===== config.mk =====
export PLATFORM = sky130hd
export DESIGN_NAME = ddr_cmd_fifo_mc
export DESIGN_NICKNAME = d
export VERILOG_FILES = /design/src/rtl/ddr_fifo_pkg.sv /design/src/rtl/ddr_cmd_fifo_ch.sv /design/src/rtl/ddr_cmd_fifo_mc.sv
export SDC_FILE = /design/constraint.sdc
export NUM_CORES = 1
export LEC_CHECK = 0
export ABC_CLOCK_PERIOD_IN_PS = 5400
export BUFFER_PORTS_ARGS = -buffer_cell sky130_fd_sc_hd__buf_4
export CELL_PAD_IN_SITES_DETAIL_PLACEMENT = 0
export CELL_PAD_IN_SITES_GLOBAL_PLACEMENT = 1
export CORE_ASPECT_RATIO = 0.7
export CORE_MARGIN = 4
export CORE_UTILIZATION = 35
export CTS_CLUSTER_DIAMETER = 100
export DETAILED_ROUTE_END_ITERATION = 16
export PLACE_DENSITY_LB_ADDON = 0.1
export SYNTH_ARGS = -nofsm -noshare
export SYNTH_HDL_FRONTEND = slang
export SYNTH_SLANG_ARGS = --single-unit

===== constraint.sdc =====
create_clock -name clk -period 5.4 [get_ports clk]
set_input_delay 0.81 -clock clk [delete_from_list [all_inputs] [get_ports clk]]
set_output_delay 0.81 -clock clk [all_outputs]
set_load 0.01 [all_outputs]

===== src/rtl/ddr_fifo_pkg.sv =====
// ddr_fifo_pkg
//   Shared constants and helpers for the multi-channel DDR command FIFO.
//   C_MAX_CH / C_MAX_DEPTH_WIDTH bound the legal parameter range, and
//   C_MAX_LEVEL_WIDTH is the widest level counter any channel can need.
package ddr_fifo_pkg;

    localparam int unsigned C_MAX_CH          = 8;
    localparam int unsigned C_MAX_DEPTH_WIDTH = 10;
    // A level must hold 0..depth inclusive, hence one bit more than a pointer.
    localparam int unsigned C_MAX_LEVEL_WIDTH = C_MAX_DEPTH_WIDTH + 1;

    // Ceiling log2; clog2(1) = 0.
    function automatic int unsigned clog2(input int unsigned value);
        int unsigned result;
        int unsigned v;
        result = 0;
        v      = (value > 0) ? value - 1 : 0;
        while (v > 0) begin
            result = result + 1;
            v      = v >> 1;
        end
        return result;
    endfunction

endpackage


===== src/rtl/ddr_cmd_fifo_ch.sv =====
// ddr_cmd_fifo_ch
//   One first-word-fall-through command FIFO channel.
//   Ports:
//     clk, rst_n        clock, asynchronous active-low reset
//     flush             synchronous clear (wins over push/pop in the same cycle)
//     wr_valid/wr_data/wr_ready   producer handshake
//     rd_valid/rd_data/rd_ready   consumer handshake, rd_data registered
//     water_level       stored entries 0..depth
//     almost_full/almost_empty    registered threshold flags
//     overflow          sticky: write attempted while wr_ready=0
//   Handshake: a transfer happens on a rising edge where valid and ready
//   are both 1. wr_ready/rd_valid depend only on registered state, never on
//   the opposite-side inputs of the same cycle.
module ddr_cmd_fifo_ch
    import ddr_fifo_pkg::*;
#(
    parameter int unsigned C_DATA_WIDTH   = 32,
    parameter int unsigned C_DEPTH_WIDTH  = 4,
    parameter int unsigned C_ALMOST_FULL  = 14,
    parameter int unsigned C_ALMOST_EMPTY = 2
) (
    input  logic                      clk,
    input  logic                      rst_n,
    input  logic                      flush,
    input  logic                      wr_valid,
    input  logic [C_DATA_WIDTH-1:0]   wr_data,
    output logic                      wr_ready,
    output logic                      rd_valid,
    output logic [C_DATA_WIDTH-1:0]   rd_data,
    input  logic                      rd_ready,
    output logic [C_DEPTH_WIDTH:0]    water_level,
    output logic                      almost_full,
    output logic                      almost_empty,
    output logic                      overflow
);

    localparam int unsigned DEPTH = 1 << C_DEPTH_WIDTH;
    localparam int unsigned LW    = C_DEPTH_WIDTH + 1;

    localparam logic [LW-1:0] DEPTH_L = LW'(DEPTH);
    localparam logic [LW-1:0] AF_L    = LW'(C_ALMOST_FULL);
    localparam logic [LW-1:0] AE_L    = LW'(C_ALMOST_EMPTY);

    logic [C_DATA_WIDTH-1:0]  mem_q [DEPTH];

    logic [C_DEPTH_WIDTH-1:0] wr_ptr_q, wr_ptr_d;
    logic [C_DEPTH_WIDTH-1:0] rd_ptr_q, rd_ptr_d;
    logic [C_DEPTH_WIDTH-1:0] rd_ptr_nxt;
    logic [LW-1:0]            level_q, level_d;
    logic [C_DATA_WIDTH-1:0]  rd_data_q, rd_data_d;
    logic                     rd_valid_q, rd_valid_d;
    logic                     wr_ready_q, wr_ready_d;
    logic                     almost_full_q, almost_full_d;
    logic                     almost_empty_q, almost_empty_d;
    logic                     overflow_q, overflow_d;
    logic                     push;
    logic                     pop;
    logic                     mem_we;

    always_comb begin
        push       = wr_valid & wr_ready_q;
        pop        = rd_valid_q & rd_ready;
        rd_ptr_nxt = rd_ptr_q + C_DEPTH_WIDTH'(1);

        wr_ptr_d   = wr_ptr_q;
        rd_ptr_d   = rd_ptr_q;
        level_d    = level_q;
        rd_data_d  = rd_data_q;
        overflow_d = overflow_q | (wr_valid & ~wr_ready_q);
        mem_we     = push & ~flush;

        if (push) wr_ptr_d = wr_ptr_q + C_DEPTH_WIDTH'(1);
        if (pop)  rd_ptr_d = rd_ptr_nxt;

        case ({push, pop})
            2'b10:   level_d = level_q + LW'(1);
            2'b01:   level_d = level_q - LW'(1);
            default: level_d = level_q;
        endcase

        // FWFT head register. On a pop the successor is normally already in
        // memory; the only exception is level 1 with a simultaneous push, where
        // the successor is the word being written this very cycle.
        if (pop) begin
            if (push && (rd_ptr_nxt == wr_ptr_q)) rd_data_d = wr_data;
            else                                  rd_data_d = mem_q[rd_ptr_nxt];
        end else if (push && !rd_valid_q) begin
            rd_data_d = wr_data;
        end

        // Flush discards this cycle's push/pop; rd_data is left as-is since
        // rd_valid drops and the head is meaningless until the next push.
        if (flush) begin
            wr_ptr_d   = '0;
            rd_ptr_d   = '0;
            level_d    = '0;
            rd_data_d  = rd_data_q;
            overflow_d = 1'b0;
        end

        rd_valid_d     = (level_d != '0);
        wr_ready_d     = (level_d != DEPTH_L);
        almost_full_d  = (level_d >= AF_L);
        almost_empty_d = (level_d <= AE_L);
    end

    always_ff @(posedge clk or negedge rst_n) begin
        if (!rst_n) begin
            wr_ptr_q       <= '0;
            rd_ptr_q       <= '0;
            level_q        <= '0;
            rd_data_q      <= '0;
            rd_valid_q     <= 1'b0;
            wr_ready_q     <= 1'b1;
            almost_full_q  <= 1'b0;
            almost_empty_q <= 1'b1;
            overflow_q     <= 1'b0;
        end else begin
            wr_ptr_q       <= wr_ptr_d;
            rd_ptr_q       <= rd_ptr_d;
            level_q        <= level_d;
            rd_data_q      <= rd_data_d;
            rd_valid_q     <= rd_valid_d;
            wr_ready_q     <= wr_ready_d;
            almost_full_q  <= almost_full_d;
            almost_empty_q <= almost_empty_d;
            overflow_q     <= overflow_d;
        end
    end

    // Storage has no reset so it maps onto plain distributed RAM.
    always_ff @(posedge clk) begin
        if (mem_we) mem_q[wr_ptr_q] <= wr_data;
    end

    assign wr_ready     = wr_ready_q;
    assign rd_valid     = rd_valid_q;
    assign rd_data      = rd_data_q;
    assign water_level  = level_q;
    assign almost_full  = almost_full_q;
    assign almost_empty = almost_empty_q;
    assign overflow     = overflow_q;

endmodule


===== src/rtl/ddr_cmd_fifo_mc.sv =====
// ddr_cmd_fifo_mc
//   Multi-channel single-clock command FIFO feeding the DDR arbiter.
//   C_CH independent FWFT channels; every bus is the per-channel signals
//   concatenated, channel k occupying slice [k*W +: W].
//   Ports:
//     clk, rst_n                  clock, asynchronous active-low reset
//     flush[C_CH]                 per-channel synchronous clear
//     wr_valid/wr_data/wr_ready   producer handshakes
//     rd_valid/rd_data/rd_ready   consumer handshakes
//     water_level                 C_DEPTH_WIDTH+1 bits per channel
//     almost_full/almost_empty    per-channel threshold flags
//     overflow                    per-channel sticky overflow
module ddr_cmd_fifo_mc
    import ddr_fifo_pkg::*;
#(
    parameter int unsigned C_CH           = 2,
    parameter int unsigned C_DATA_WIDTH   = 32,
    parameter int unsigned C_DEPTH_WIDTH  = 4,
    parameter int unsigned C_ALMOST_FULL  = 14,
    parameter int unsigned C_ALMOST_EMPTY = 2
) (
    input  logic                             clk,
    input  logic                             rst_n,
    input  logic [C_CH-1:0]                  flush,
    input  logic [C_CH-1:0]                  wr_valid,
    input  logic [C_CH*C_DATA_WIDTH-1:0]     wr_data,
    output logic [C_CH-1:0]                  wr_ready,
    output logic [C_CH-1:0]                  rd_valid,
    output logic [C_CH*C_DATA_WIDTH-1:0]     rd_data,
    input  logic [C_CH-1:0]                  rd_ready,
    output logic [C_CH*(C_DEPTH_WIDTH+1)-1:0] water_level,
    output logic [C_CH-1:0]                  almost_full,
    output logic [C_CH-1:0]                  almost_empty,
    output logic [C_CH-1:0]                  overflow
);

    localparam int unsigned LW = C_DEPTH_WIDTH + 1;

    for (genvar k = 0; k < C_CH; k++) begin : g_ch
        ddr_cmd_fifo_ch #(
            .C_DATA_WIDTH   (C_DATA_WIDTH),
            .C_DEPTH_WIDTH  (C_DEPTH_WIDTH),
            .C_ALMOST_FULL  (C_ALMOST_FULL),
            .C_ALMOST_EMPTY (C_ALMOST_EMPTY)
        ) u_ch (
            .clk          (clk),
            .rst_n        (rst_n),
            .flush        (flush[k]),
            .wr_valid     (wr_valid[k]),
            .wr_data      (wr_data[k*C_DATA_WIDTH +: C_DATA_WIDTH]),
            .wr_ready     (wr_ready[k]),
            .rd_valid     (rd_valid[k]),
            .rd_data      (rd_data[k*C_DATA_WIDTH +: C_DATA_WIDTH]),
            .rd_ready     (rd_ready[k]),
            .water_level  (water_level[k*LW +: LW]),
            .almost_full  (almost_full[k]),
            .almost_empty (almost_empty[k]),
            .overflow     (overflow[k])
        );
    end

endmodule


* Word-level counts from Yosys, hierarchy flattened
Memory sizes are Yosys's and may differ from the RTL's. Index checks and enable logic that the tools add are counted. W data, S select, Z words.
Operators by class: add/sub/neg operators 8, multiply operators 0, divide/modulo/power cells 0, $lt $le $gt $ge 4, equal/unequal tests 8, shift-type cells 0, multiplexer cells 24, bitwise gates (word level) 14, reductions and logical operators 16
Operators with widths (number):
- $mux W32 | 6
- $mux W4 | 8
- $pmux W5 S2 | 2
- $add A4 B1 Y4 const B | 4
- $reduce_bool A2 Y1 | 6
- $add A5 B1 Y5 const B | 2
- $ge A5 B4 Y1 const B | 2
- $le A5 B2 Y1 const B | 2
- $mux W5 | 2
- $ne A5 B5 Y1 const B | 2
- $reduce_bool A5 Y1 | 2
- $sub A5 B1 Y5 const B | 2
- $and A1 B1 Y1 | 8
- $eq A4 B4 Y1 | 2
- $mux W1 | 6
- $eq A2 B1 Y1 const B | 2
- $eq A2 B2 Y1 const B | 2
- $logic_and A1 B1 Y1 | 4
- $not A1 Y1 | 4
- $reduce_and A2 Y1 | 2
- $logic_not A1 Y1 | 2
- $or A1 B1 Y1 | 2
Storage, ports and cells: register bits after elaboration 100, latch bits 0, RAM bits 1024, bits in read-only memories 0, input port bits 72, output and inout bits 84, word-level logic and storage cells 94, memories kept 2
Memories:
- g_ch[0].u_ch.mem_q | depth 16, bits a word 32, rd ports 1, clocked after memory_dff 0, wr ports 1, RTL line ddr_cmd_fifo_ch.sv:44 | logic [C_DATA_WIDTH-1:0] mem_q [DEPTH];
- g_ch[1].u_ch.mem_q | depth 16, bits a word 32, rd ports 1, clocked after memory_dff 0, wr ports 1, RTL line ddr_cmd_fifo_ch.sv:44

* Longest topological paths before layout
depth in word-level cells 5, mapped depth 12, gate-level depth less buffers 10

* Hierarchy
A second synthesis with hierarchy kept.
Unflattened totals: cell total of the unflattened synthesis 1956, area total of the unflattened synthesis 43521.7 µm²
By module, submodules not included:
- ddr_cmd_fifo_ch | instances 2, cells an instance 978, area an instance 21760.9 µm², seq. area each 16628.4 µm²

* Worst setup path before layout
No wires, ideal clock.
kind input to register, start point input port wr_valid[1], end point memory g_ch[1].u_ch.mem_q[3][0] (enable), arrival 3.719 ns, data required time 4.939 ns, path slack 1.220 ns, stages on the path 7, buffers on the path 2, cells stage by stage and2_1 -> buf_4 -> inv_1 -> buf_2 -> nor2_1 -> nand2_1 -> nor3_1
On the way: longest elaborated chain between the ends 4
RTL lines:
- start, declared | RTL line ddr_cmd_fifo_mc.sv:25 | input logic [C_CH-1:0] wr_valid,
- $and A1 B1 Y1 | RTL line ddr_cmd_fifo_ch.sv:61 | push = wr_valid & wr_ready_q;
- $and A1 B1 Y1 | RTL line ddr_cmd_fifo_ch.sv:70 | mem_we = push & ~flush;
- $mux W1 | RTL line ddr_cmd_fifo_ch.sv:133 | if (mem_we) mem_q[wr_ptr_q] <= wr_data;
- $mux W1 (not written as such) | RTL line ddr_cmd_fifo_ch.sv:133
- end, declared | RTL line ddr_cmd_fifo_ch.sv:44
No other way between the ends.

* Final worst setup path
start point register g_ch[0].u_ch.rd_ptr_q[0], end point register g_ch[0].u_ch.rd_data_q[9]
On the way: longest elaborated chain between the ends 5, elaborated cells on any way between the ends 6, those cells by class 1 x add/sub; 1 x eq/ne; 2 x mux; 1 x reduce/logical; 1 x memory
RTL lines:
- start, declared | RTL line ddr_cmd_fifo_ch.sv:47 | logic [C_DEPTH_WIDTH-1:0] rd_ptr_q, rd_ptr_d;
- start signal, assigned | RTL line ddr_cmd_fifo_ch.sv:120 | rd_ptr_q <= rd_ptr_d;
- $add A4 B1 Y4 * | RTL line ddr_cmd_fifo_ch.sv:63 | rd_ptr_nxt = rd_ptr_q + C_DEPTH_WIDTH'(1);
- parallel branches: the longest is 2 deep, another holds $mem_v2 Z16 W32
- $mux W32 * | RTL line ddr_cmd_fifo_ch.sv:85 | if (push && (rd_ptr_nxt == wr_ptr_q)) rd_data_d = wr_data;
- $mux W32 * | RTL line ddr_cmd_fifo_ch.sv:84 | if (pop) begin
- end signal, assigned | RTL line ddr_cmd_fifo_ch.sv:122 | rd_data_q <= rd_data_d;
- end, declared | RTL line ddr_cmd_fifo_ch.sv:50 | logic [C_DATA_WIDTH-1:0] rd_data_q, rd_data_d;
Mark *: on every way between the ends. A chain may end at the register's enable or synchronous reset.

==> flow_summary.toml <==
[die]
ioPinCount = 156
die_h_um = 305
core_um2 = 125000
die_x_um = 433
dieArea_um2 = 132000
row_count = 108
start_util = 0.354

[pwr]
p_per_area_nw_per_um2 = 434
ir_drop_mv = 0.275
finalPower_mw = 22.3
power.leakage_nw = 16.8

[job]
drv_cap = 0

[clock_tree]
clockRootBuffer = "clkbuf_16"
cts_tree = "yes"
cts_buffers = 116
insertion_delay_ns = 0.72
htreeDepth = 3
post_cts_resized = 0
clk_pin_slew_ns = 0.06
hold_buffers = 0
cts_setup_buffers = 0
cts.path.max_buffers = 3
clock_sinks = 1124

[hold_path]
hp-class = "in -> async"

[route]
drc = 0
num_vias = 21500
wl_met3_mm = 5.41
first_iter_violations = 1853
antenna_left = 0
vias_per_cell = 5.28
drt-total-wl_mm = 112
first_pass_iters = 5
wl_met2_mm = 50.9
post_drt_wl_per_cell_um = 27.4
highest_layer = "met5"
wl_met1_mm = 53.2

[layout]
num-fill-cells = 11000
drive_above_1_share = 0.287
register_area_um2 = 33300
final_area_um2 = 51400
multi_input_area_um2 = 10400
syn_to_final_growth_pct = 16.4
fin_cells = 4081
final_nets = 2414
finalCoreUtilization = 0.412

[logic_synthesis]
yosys.area.top_type_share = 0.696
ys_top_cells_by_area = "edfxtp_1, mux4_2, dfrtp_1, mux2i_1, a221o_1"
yosysWarnings = 0
syn-cell-area_um2 = 44200
syn_nets = 2225
avgSynthCellArea_um2 = 20.7
synth_compound_area_frac = 0.0393
synth.yosys.seq_area_share = 0.752
synthSimpleGateAreaFrac = 0.0327
synth_cell_type_count = 55
synthAdderAreaFrac = 0.00396
ys_ff_latch = 1124
synthMuxAreaShare = 0.146
synth_edf_count = 1024
synth_top_family_by_area = "multiplexers"
synth_top_cell_by_area = "edfxtp_1"
syn-instance-count = 2139
synthArstFlopShare = 0.0890
synth_xor_area_frac = 0.00657
synth_flop_cell = "edfxtp_1"

[grt]
antenna_found_initial = 5
grt_pass1_wl_mm = 163
grt_max_degree = 98
track_usage = 0.169
grt_pass1_vias = 22700
overflow = 0

[worst_setup_path]
worstPathMaxFanout = 92
crit_required_ns = 5.98
endpoint_kind = "register"
worstSetupPathType = "reg -> reg"
arrival_ns = 4.14
critPathLaunchType = "register"

[place]
dpl.hpwl_mm = 60.1
dpl.cell_count = 3860
gp_congestion = 0.723
dp_slack_ns = 1.66
numPortBuffers = 155
dpl_cell_area_um2 = 47500

[timing]
finalWorstSetupSlack_ns = 1.85
fin_crit_sh = 0.658
finalSetupViolCount = 0
final.setup_skew_ns = 0.0226
hold_viol = 0
slew_headroom = 0.180
finalSetupTns_ns = 0
tightestPinTransition_ns = 1.23
hold_ws_ns = 0.188
max_freq_ghz = 0.281
min_period_ns = 3.55
rsz0062_at_grt = "no"
finalMaxSlewViolations = 0

[outcome]
status = "complete, no violations"
[power by group]
part | switching, mW | total, mW | leakage, nW | internal [mW]
sequential | 0.364 | 10.2 | 10.5 | 9.86
clock | 3.38 | 8.28 | 1.94 | 4.90
combinational | 1.88 | 3.83 | 4.38 | 1.95
[layout make-up]
type | count | share of cell area
Sequential cell | 1124 | 0.647
Inverter | 14 | 0.00102
Clock buffer | 150 | 0.0625
Clock inverter | 69 | 0.0144
Antenna cell | 2 | 0.0000973
Timing Repair Buffer | 209 | 0.0325
Multi-Input combinational cell | 863 | 0.203
Tap cell | 1650 | 0.0401
[registers in the layout (all words and copies together), names as in the netlist]
signal	cells
g_ch.u_ch.wr_ptr_q	8
g_ch.u_ch.almost_full	2
g_ch.u_ch.wr_ready	2
g_ch.u_ch.rd_valid	2
g_ch.u_ch.water_level	10
g_ch.u_ch.rd_ptr_q	8
g_ch.u_ch.overflow	2
g_ch.u_ch.rd_data	64
g_ch.u_ch.almost_empty	2
g_ch.u_ch.mem_q	1024
[worst max-delay path, cell delays in order, from the launching register on]
cell and delay [ns]:
dfrtp_4 0.65, buf_12 0.58, buf_4 0.61, mux4_2 0.58
nor2b_1 0.14, a211oi_1 0.23, a21oi_1 0.07, a221o_1 0.31
[worst paths after layout]
check | cells after the start | start | endpoint | slack, ns
worst max-delay path | 7 | g_ch[0].u_ch.rd_ptr_q[0] | g_ch[0].u_ch.rd_data[9] | 1.85
worst min-delay path | 1 | rst_n | g_ch[0].u_ch.rd_data[13] | 0.19
worst max register to register | 7 | g_ch[0].u_ch.rd_ptr_q[0] | g_ch[0].u_ch.rd_data[9] | 1.85
worst min register to register | 2 | g_ch[0].u_ch.overflow | g_ch[0].u_ch.overflow | 0.50
max in group asynchronous | 2 | rst_n | g_ch[1].u_ch.rd_data[19] | 3.96
min in group clk | 3 | wr_valid[0] | g_ch[0].u_ch.overflow | 0.36
[synthesized netlist by cell type, drive strengths merged, types with 26 or more instances]
cell    number
edfxtp    1024
mux4       256
dfrtp       96
buf         86
a21oi       79
and2        67
mux2i       67
nor2b       67
a211oi      65
a221o       64
nor2        53
clkbuf      52
nand2       26
[placed cells by master, fill, tap and decap left out, types with 3 or more instances in the layout]
cell type,count
nand2_1,26
a221o_1,64
clkinv_1,24
inv_6,3
a31oi_1,5
and2_1,67
bufinv_16,15
nor3_2,8
inv_1,12
a21o_1,5
nor2_4,26
clkbuf_16,119
nor2b_1,65
and4b_1,3
o21ai_0,7
mux4_2,256
nor2_1,27
clkbuf_1,19
ha_1,12
nand3_1,4
dfrtp_1,94
edfxtp_1,1024
a21oi_1,79
nor3_1,6
clkinv_2,22
dfstp_2,4
nand3b_1,3
xor2_1,12
xnor2_1,10
a211oi_1,65
mux2i_1,67
clkinvlp_4,3
nand4_1,4
buf_4,200
or3b_2,3
clkbuf_8,12
buf_12,8
or3_1,4
[per-layer routing]
layer	track usage	vias to the layer above
met5	0	-
met4	0.0390	4
met3	0.0330	146
met2	0.256	496
met1	0.255	11700
li1	-	9240
[cell families (layout without fill, tap and decap cells)]
family,after synthesis,in the layout
AO/OA/AOI/OAI,238,238
XOR/XNOR,28,28
adder cells (fa/ha/maj),14,14
buffers and inverters,152,442
flip-flops,1124,1124
multiplexers,323,323
other,0,2
AND/OR/NAND/NOR,260,260
No activity file was read; power rests on OpenSTA's default activity.
